$ cat src/rtl/master_spi_pkg.sv
// master_spi_pkg
//   Shared definitions for the mode-0 SPI master:
//   - default frame length and clock-divider width
//   - FSM state encoding (exported on the debug port of master_spi)
//   - helper for sizing the SCLK edge counter
package master_spi_pkg;

  localparam int DATA_W_DEF = 32;
  localparam int CDIV_W_DEF = 8;

  // Frame phases. IDLE is the reset state.
  typedef enum logic [2:0] {
    ST_IDLE  = 3'd0,
    ST_SETUP = 3'd1,
    ST_XFER  = 3'd2,
    ST_HOLD  = 3'd3,
    ST_GAP   = 3'd4
  } spi_state_e;

  // The edge counter must hold the value 2*data_w without wrapping,
  // hence one bit more than clog2(2*data_w).
  function automatic int edge_cnt_w(input int data_w);
    return $clog2(2 * data_w) + 1;
  endfunction

endpackage

$ cat src/rtl/master_spi_clk_div.sv
// spi_clk_div
//   Half-period timer for the SPI master. While run=1 it emits a one-cycle
//   tick every (div+1) clk cycles. restart (or run=0) puts the counter back
//   to zero so the first tick of a frame lands exactly div+1 cycles after
//   the frame is accepted.
//
// Ports
//   clk      in   system clock
//   rstn     in   asynchronous active-low reset
//   restart  in   restart the half-period count (frame accept cycle)
//   run      in   counting enable (high while a frame is in progress)
//   div      in   CDIV_W  half-period select, H = div+1
//   tick     out  one-cycle pulse at the end of each half-period
module spi_clk_div
  import master_spi_pkg::*;
#(
  parameter int CDIV_W = CDIV_W_DEF
) (
  input  logic              clk,
  input  logic              rstn,
  input  logic              restart,
  input  logic              run,
  input  logic [CDIV_W-1:0] div,
  output logic              tick
);

  logic [CDIV_W-1:0] cnt;

  // The counter never passes div, so it cannot wrap mid-frame.
  assign tick = run && !restart && (cnt == div);

  always_ff @(posedge clk or negedge rstn) begin
    if (!rstn) begin
      cnt <= '0;
    end else if (restart || !run) begin
      cnt <= '0;
    end else if (cnt == div) begin
      cnt <= '0;
    end else begin
      cnt <= cnt + CDIV_W'(1);
    end
  end

endmodule

$ cat src/rtl/master_spi.sv
// master_spi
//   SPI master, mode 0 (SCLK idle low, data sampled on the rising edge,
//   changed on the falling edge), MSB first, fixed DATA_W-bit frames.
//
//   Frame timeline, H = ClockDiv+1 clk cycles:
//     SETUP  H cycles        SS_n=0, SCLK=0, MOSI = first bit
//     XFER   2*DATA_W*H      SCLK toggles at each half-period end
//     HOLD   H cycles        SS_n=0, SCLK=0
//     GAP    H cycles        SS_n=1
//   Busy is therefore high for H*(2*DATA_W+3) cycles.
//
//   Request/response: Start is a level sampled every clk. It is accepted
//   only in IDLE when Done is not being presented; acceptance captures
//   DataIn and ClockDiv and raises Busy on the same edge. Start is ignored
//   for the whole time Busy=1 and in the Done cycle. Done is a one-cycle
//   pulse coinciding with DataOut being updated and Busy falling.
//
// Ports
//   clk        in   system clock, rising edge
//   rstn       in   asynchronous active-low reset
//   ClockDiv   in   CDIV_W  SCLK half-period select
//   Start      in   transfer request
//   DataIn     in   DATA_W  word to transmit
//   Busy       out  frame in progress
//   Done       out  end-of-frame pulse
//   DataOut    out  DATA_W  last received word (held between frames)
//   SCLK       out  SPI clock
//   MOSI       out  serial data out
//   MISO       in   serial data in
//   SS_n       out  slave select, active low
//   state_dbg  out  current FSM state
module master_spi
  import master_spi_pkg::*;
#(
  parameter int DATA_W = DATA_W_DEF,
  parameter int CDIV_W = CDIV_W_DEF
) (
  input  logic              clk,
  input  logic              rstn,
  input  logic [CDIV_W-1:0] ClockDiv,
  input  logic              Start,
  input  logic [DATA_W-1:0] DataIn,
  output logic              Busy,
  output logic              Done,
  output logic [DATA_W-1:0] DataOut,
  output logic              SCLK,
  output logic              MOSI,
  input  logic              MISO,
  output logic              SS_n,
  output spi_state_e        state_dbg
);

  localparam int            EW        = edge_cnt_w(DATA_W);
  localparam logic [EW-1:0] LAST_EDGE = EW'(2 * DATA_W);

  spi_state_e        state, state_n;
  logic              sclk_q, sclk_n;
  logic              ss_n_q, ss_n_n;
  logic              busy_q, busy_n;
  logic              done_q, done_n;
  logic [DATA_W-1:0] tx_sh, tx_n;
  logic [DATA_W-1:0] rx_sh, rx_n;
  logic [DATA_W-1:0] dout_q, dout_n;
  logic [CDIV_W-1:0] div_q, div_n;
  logic [EW-1:0]     edge_cnt, edge_n;
  logic              restart;
  logic              tick;

  spi_clk_div #(
    .CDIV_W (CDIV_W)
  ) u_clk_div (
    .clk     (clk),
    .rstn    (rstn),
    .restart (restart),
    .run     (busy_q),
    .div     (div_q),
    .tick    (tick)
  );

  // State and datapath registers.
  always_ff @(posedge clk or negedge rstn) begin
    if (!rstn) begin
      state    <= ST_IDLE;
      sclk_q   <= 1'b0;
      ss_n_q   <= 1'b1;
      busy_q   <= 1'b0;
      done_q   <= 1'b0;
      tx_sh    <= '0;
      rx_sh    <= '0;
      dout_q   <= '0;
      div_q    <= '0;
      edge_cnt <= '0;
    end else begin
      state    <= state_n;
      sclk_q   <= sclk_n;
      ss_n_q   <= ss_n_n;
      busy_q   <= busy_n;
      done_q   <= done_n;
      tx_sh    <= tx_n;
      rx_sh    <= rx_n;
      dout_q   <= dout_n;
      div_q    <= div_n;
      edge_cnt <= edge_n;
    end
  end

  // Next-state and next-value logic.
  always_comb begin
    state_n = state;
    sclk_n  = sclk_q;
    ss_n_n  = ss_n_q;
    busy_n  = busy_q;
    done_n  = 1'b0;
    tx_n    = tx_sh;
    rx_n    = rx_sh;
    dout_n  = dout_q;
    div_n   = div_q;
    edge_n  = edge_cnt;
    restart = 1'b0;

    case (state)
      ST_IDLE: begin
        // done_q still high means this is the Done cycle: no new frame.
        if (Start && !done_q) begin
          state_n = ST_SETUP;
          tx_n    = DataIn;
          div_n   = ClockDiv;
          ss_n_n  = 1'b0;
          busy_n  = 1'b1;
          sclk_n  = 1'b0;
          rx_n    = '0;
          edge_n  = '0;
          restart = 1'b1;
        end
      end

      ST_SETUP: begin
        if (tick) begin
          state_n = ST_XFER;
        end
      end

      ST_XFER: begin
        if (tick) begin
          sclk_n = ~sclk_q;
          edge_n = edge_cnt + EW'(1);
          if (!sclk_q) begin
            // Rising edge: sample the slave's bit.
            rx_n = {rx_sh[DATA_W-2:0], MISO};
          end else if (edge_n != LAST_EDGE) begin
            // Falling edge: present the next bit. After the last falling
            // edge MOSI keeps the final bit rather than shifting in a zero.
            tx_n = {tx_sh[DATA_W-2:0], 1'b0};
          end
          if (edge_n == LAST_EDGE) begin
            state_n = ST_HOLD;
          end
        end
      end

      ST_HOLD: begin
        if (tick) begin
          state_n = ST_GAP;
          ss_n_n  = 1'b1;
        end
      end

      ST_GAP: begin
        if (tick) begin
          state_n = ST_IDLE;
          busy_n  = 1'b0;
          done_n  = 1'b1;
          dout_n  = rx_sh;
        end
      end

      default: begin
        state_n = ST_IDLE;
        ss_n_n  = 1'b1;
        sclk_n  = 1'b0;
        busy_n  = 1'b0;
      end
    endcase
  end

  assign Busy      = busy_q;
  assign Done      = done_q;
  assign DataOut   = dout_q;
  assign SCLK      = sclk_q;
  assign MOSI      = tx_sh[DATA_W-1];
  assign SS_n      = ss_n_q;
  assign state_dbg = state;

endmodule
$ cat config.mk
export PLATFORM = sky130hd
export DESIGN_NAME = master_spi
export DESIGN_NICKNAME = d
export VERILOG_FILES = /design/src/rtl/master_spi_pkg.sv /design/src/rtl/master_spi_clk_div.sv /design/src/rtl/master_spi.sv
export SDC_FILE = /design/constraint.sdc
export NUM_CORES = 1
export LEC_CHECK = 0
export BUFFER_PORTS_ARGS = -buffer_cell sky130_fd_sc_hd__buf_2
export CAP_MARGIN = 0
export CORE_MARGIN = 2
export CORE_UTILIZATION = 60
export DETAILED_ROUTE_END_ITERATION = 6
export PLACE_DENSITY = 0.83
export SYNTH_ARGS = -nofsm -noshare
export SYNTH_HDL_FRONTEND = slang
export SYNTH_SLANG_ARGS = --single-unit
export TNS_END_PERCENT = 1
$ cat constraint.sdc
create_clock -name clk -period 3.5 [get_ports clk]
set_input_delay 0.175 -clock clk [delete_from_list [all_inputs] [get_ports clk]]
set_output_delay 0.175 -clock clk [all_outputs]
set_load 0.05 [all_outputs]
==> results of run 1 <==
-- worst max-delay path: stages (launching register included) --
cell and delay [ns]:
dfrtp_1 0.59, or3b_1 0.23, or2_2 0.74, nand4_4 0.28
or3_2 0.49, buf_4 0.30, mux2i_1 0.29
-- cells in the mapped netlist (2+ instances only) --
cell,count
nand2_1,158
nor2_1,19
xor2_1,12
inv_1,37
and2_1,2
ha_1,2
o22ai_1,2
mux2_2,63
o21ai_1,2
nand3_1,11
or2_2,4
dfrtp_1,125
mux2i_1,32
nor4_4,2
clkbuf_1,14
buf_6,3
o311ai_0,2
o211ai_1,4
and3_1,2
xnor2_1,2
buf_4,7
buf_1,2
or4_1,2
o21ai_0,3
buf_2,3
a21oi_1,5
or3_1,4
-- routing by layer --
metal / track usage / vias to the layer above
met5: 0 / -
met4: 0.108 / 0
met3: 0.0629 / 25
met2: 0.430 / 114
met1: 0.328 / 2117
li1: - / 2017
-- timing repair --
action | 4_1_cts | 5_1_grt
gates resized for setup | 0 | 0
hold endpoints to repair | 93 | 0
hold buffers | 37 | 0
-- registers in the layout, indices dropped and copies added, names as in the netlist --
| name | flops |
|---|---|
| DataOut | 32 |
| rx_sh | 32 |
| tx_sh | 32 |
| div_q | 8 |
| u_clk_div.cnt | 8 |
| edge_cnt | 7 |
| state_dbg | 3 |
| Busy | 1 |
| Done | 1 |
| SCLK | 1 |
| SS_n | 1 |
-- area by class of cell --
type                       instances  share of cell area
clock inverter                    12              0.0200
timing repair buffer             126               0.116
tap                              129              0.0224
clock buffer                      20              0.0605
sequential                       126               0.438
inverter                          37              0.0193
multi-input combinational        354               0.324
-- logic make-up (layout without fill, tap and decap cells) --
group | after synthesis | in the layout | synth area share
xor gates and xnor gates | 14 | 14 | 0.0212
DFF | 126 | 126 | 0.546
muxes | 95 | 95 | 0.178
and+or+nand+nor | 215 | 215 | 0.164
adders and majority gates | 2 | 2 | 0.00433
buffers and inverters | 66 | 195 | 0.0520
AOI/OAI and AO/OA | 28 | 28 | 0.0340
-- worst min path at each step --
| stage | from | endpoint | slack, ns |
|---|---|---|---|
| 2_1_floorplan | rstn | Busy | -0.12 |
| 3_3_place_gp | rstn | DataOut[22] | 0.27 |
| 3_5_place_dp | rstn | DataOut[0] | 0.28 |
| 4_1_cts | DataIn[23] | tx_sh[23] | 0.0008 |
| 5_1_grt | DataIn[23] | tx_sh[23] | 0.02 |
| 6_report | DataIn[11] | tx_sh[11] | 0.006 |
-- through the flow --
step / setup WS (ns) / area [um^2] / cells
final: 0.446 / 7200 / 804
after global routing: 0.241 / 7200 / 804
after CTS: 0.492 / 7200 / 804
after detailed placement: 0.569 / 6250 / 735
after global placement: 0.742 / 6250 / 735
after floorplan: 1.09 / 5780 / 546
-- power breakdown --
group	total (uW)	internal, uW	switching [uW]
sequential	1960	1740	223
clock	1720	1100	629
combinational	1010	428	579
total	4690	3260	1430
==> impl_metrics.ini, run 1 <==
[worst_setup_path]
endpoint_kind = register
crit_start = state_dbg[2]
cp.arrival_ns = 3.47
cp_max_fo = 46
r2r-end = rx_sh[27]
worstSetupStartpointType = register
cp-endpoint = rx_sh[27]
reg2reg_depth = 6
r2r_slack_ns = 0.45
crit_required_ns = 3.92
reg2reg_from = state_dbg[2]
worstSetupPathType = reg -> reg

[routing]
drc = 0
routed.top_layer = met4
antenna_left = 0
drt-wirelength-per-cell_um = 15.8
num_vias = 4273
wirelength_mm = 12.7
met3_length_um = 590
drt-met1-wl_mm = 5.41
vias_per_cell = 5.31
drtIter0Drc = 240
met2_length_mm = 6.49
dr.pass1.iters = 5

[floorplan]
core_area_um2 = 9280
die_w_um = 102
io_pins = 84
start_util = 0.622
fp-row-count = 35
die_area_um2 = 10400
die_h_um = 102

[sta]
fin_tns_setup_ns = 0
max_freq_mhz = 327
hold_violations = 0
slew_headroom = 0.383
fin_worst_skew_ns = 0.0112
min_period_ns = 3.05
whs_ns = 0.00572
report.final.slew_viol_count = 0
min_period_over_period = 0.872
worstMarginPinSlew_ns = 0.925
setup_viol = 0
rsz0062_at_grt = no

[run]
cap_violations = 0

[layout]
area_delta_synth_final_pct = 24.6
final_core_utilization = 0.775
drive_above_1_share = 0.287
final_cell_mix = nand2_1, dfrtp_1, buf_2
final_common_cell = nand2_1
n_antenna_cell = 0
fill_cells = 577
multi_input_area_um2 = 2330
seq_area_um2 = 3150
fin_nets = 708

[cts]
ctsLongestPathBuffers = 2
cts_made_buffers = 17
post-cts-setup-buffers = 0
clock-sinks = 126
cts_tree = done
root_buffer = clkbuf_8
htree_num_levels = 4
worstSkewPairLatency_ns = 0.53
cts.clk_slew.worst_paths_ns = 0.06

[power_and_ir_drop]
total_power_uw = 4690
power_leakage_uw = 0.00370
power.density_nw_per_um2 = 652
ir_drop_v = 0.000345

[yosys]
ys_ff_latch = 126
synthArstFlopShare = 1.00
synth.cell_area_um2 = 5780
yosysWarnings = 0
avgSynthCellArea_um2 = 10.6
synth_top_area_share = 0.542
synth-main-ff-cell = dfrtp_1
ys_types = 49
syn_nets = 592
synth_cells = 546
synth_top_area_cell = dfrtp_1
synthTopCellsByArea = dfrtp_1, mux2_2, nand2_1
synth_edf_count = 0
ys_seq_area_frac = 0.546

[placement]
gp_congestion = 0.843
place.port_buffers = 83
hpwl_mm = 7.38

[grt]
grt_pass1_wl_mm = 20.7
first_global_vias = 4410
grt_use_total = 0.259
antenna_found_initial = 0
grt-ovfl-total = 0
grt_start_max_net_pins = 61

[run_status]
status = finished, final reports clean

[worst_hold_path]
hp-class = in -> reg
hold_path_depth = 4
Note: power is estimated with default switching activity, not from simulation.
==> inputs of run 2 (changes only) <==
CELL_PAD_IN_SITES_DETAIL_PLACEMENT = 1   (was not set)
CELL_PAD_IN_SITES_GLOBAL_PLACEMENT = 2   (was not set)
CORE_UTILIZATION = 33   (was 60)
PLACE_DENSITY = not set   (was 0.83)
PLACE_DENSITY_LB_ADDON = 0.1   (was not set)
clock period = 2.48 ns   (was 3.5 ns; I/O delays follow)
==> run 2 against run 1 <==
Compared with the run above:
- clock skew shrank 0.0036 ns
- non-clock buffer count shrank 16
- global-route usage shrank 11 points
- power grew 45%
- critical path depth grew 1
- die area grew 78%
- combinational power grew 48%
- via count shrank 2.4%
- clock-buffer cell count is the same
- clock power grew 51%
- sequential share of layout area shrank 0.23 points
- largest power group unchanged
==> impl_metrics.ini, run 2 (same netlist as run 1, synthesis figures left out) <==
[run]
cap_violations = 0

[grt]
grt_pass1_wl_mm = 22.0
grt-ovfl-total = 0
first_global_vias = 4463
grt_use_total = 0.151
antenna_found_initial = 0
grt_start_max_net_pins = 46

[sta]
rsz0062_at_grt = no
hold_violations = 0
slew_headroom = 0.607
min_period_ns = 2.30
postLayoutSetupSlackWorst_ns = 0.179
setup_viol = 0
max_freq_mhz = 435
fin_tns_setup_ns = 0
fin_worst_skew_ns = 0.00763
report.final.slew_viol_count = 0
worstMarginPinSlew_ns = 0.586
min_period_over_period = 0.928

[layout]
drive_above_1_share = 0.313
final_cell_mix = nand2_1, dfrtp_1, buf_2
n_antenna_cell = 0
fin_nets = 692
area_delta_synth_final_pct = 25.2
final_core_utilization = 0.421
final_common_cell = nand2_1

[power_and_ir_drop]
comb_power_share = 0.220
clkPwrFrac = 0.383
power.density_nw_per_um2 = 940
total_power_uw = 6800
power_leakage_uw = 0.00366
intPower_uw = 4750
share_seq_of_total_power = 0.397
p_sw_frac = 0.301
p_switching_uw = 2040
ir_drop_v = 0.000465

[placement]
place_ws_ns = 0.122
gp_congestion = 0.712
place.port_buffers = 83
hpwl_mm = 8.53

[worst_setup_path]
worstSetupPathType = reg -> reg
r2r_slack_ns = 0.18
crit_start = u_clk_div.cnt[2]
endpoint_kind = register
crit_required_ns = 2.76
cp_max_fo = 33
worstSetupStartpointType = register
r2r-end = rx_sh[9]
reg2reg_depth = 7
reg2reg_from = u_clk_div.cnt[2]
cp-endpoint = rx_sh[9]
cp.arrival_ns = 2.59

[cts]
ctsLongestPathBuffers = 2
htree_num_levels = 4
cts_tree = done
worstSkewPairLatency_ns = 0.41
cts.clk_slew.worst_paths_ns = 0.06
root_buffer = clkbuf_16
cts_made_buffers = 17
clock-sinks = 126
cts_resized = 0

[floorplan]
start_util = 0.336
io_pins = 84
fp-row-count = 48
die_area_um2 = 18600
core_area_um2 = 17200
die_h_um = 136
die_w_um = 136

[routing]
wirelength_mm = 12.8
antenna_left = 0
drc = 0
dr.pass1.iters = 4
vias_per_cell = 4.72
drt-wirelength-per-cell_um = 14.5
drtIter0Drc = 159
num_vias = 4171

[worst_hold_path]
hp-class = in -> reg

[run_status]
status = finished, final reports clean
run 2: worst min path at each step:
stage,from,endpoint,cells past startpoint
3_5_place_dp,rstn,rx_sh[8],1
2_1_floorplan,rstn,Busy,0
3_3_place_gp,rstn,DataOut[8],1
4_1_cts,DataIn[17],tx_sh[17],4
6_report,DataIn[17],tx_sh[17],4
5_1_grt,DataIn[12],tx_sh[12],4
run 2: timing repair:
| action | in CTS | in global routing |
|---|---|---|
| hold buffers | 11 | 0 |
| setup endpoints to repair | 0 | 1 |
| hold endpoints to repair | 34 | 0 |
| buffers inserted | 0 | 1 |
run 2: layer usage:
layer	global-route usage	up-vias	share of wire	routed length, um
met5	0	-	0	0
met4	0.0556	0	0.013	172
met3	0.0380	12	0.040	507
met2	0.258	57	0.50	6400
met1	0.184	2105	0.45	5740
li1	-	1997	-	-
run 2: power groups by stage:
| stage | clock network [uW] | registers [uW] | logic [uW] |
|---|---|---|---|
| 3_5_place_dp | 0 | 2740 | 1500 |
| 3_3_place_gp | 0 | 2720 | 1450 |
| 4_1_cts | 2690 | 2710 | 1520 |
| 6_report | 2600 | 2700 | 1490 |
| 2_1_floorplan | 0 | 2820 | 947 |
| 5_1_grt | 2790 | 2760 | 1670 |
run 2: worst max-delay path, stage by stage (launching register included):
cell and delay (ns):
dfrtp_1 0.44, xor2_1 0.21, nor4_4 0.27, buf_4 0.18, nand4_4 0.20, or3_2 0.50
buf_12 0.22, mux2i_1 0.15
run 2: layout make-up:
cell class                      count  area (um^2)
Fill cell                        1933         9940
Clock inverter                     12          160
Clock buffer                       20          467
Inverter                           37          139
Sequential cell                   126         3150
Timing Repair Buffer              110          698
Multi-Input combinational cell    354         2330
Tap cell                          225          282
run 2: metrics by stage:
step	cell area (um^2)	std cells	hold slack, ns
6_report	7230	884	0.0314
2_1_floorplan	5780	546	-0.172
4_1_cts	7230	883	0.0130
5_1_grt	7230	884	0.0394
3_5_place_dp	6490	840	0.0737
3_3_place_gp	6490	840	0.0661
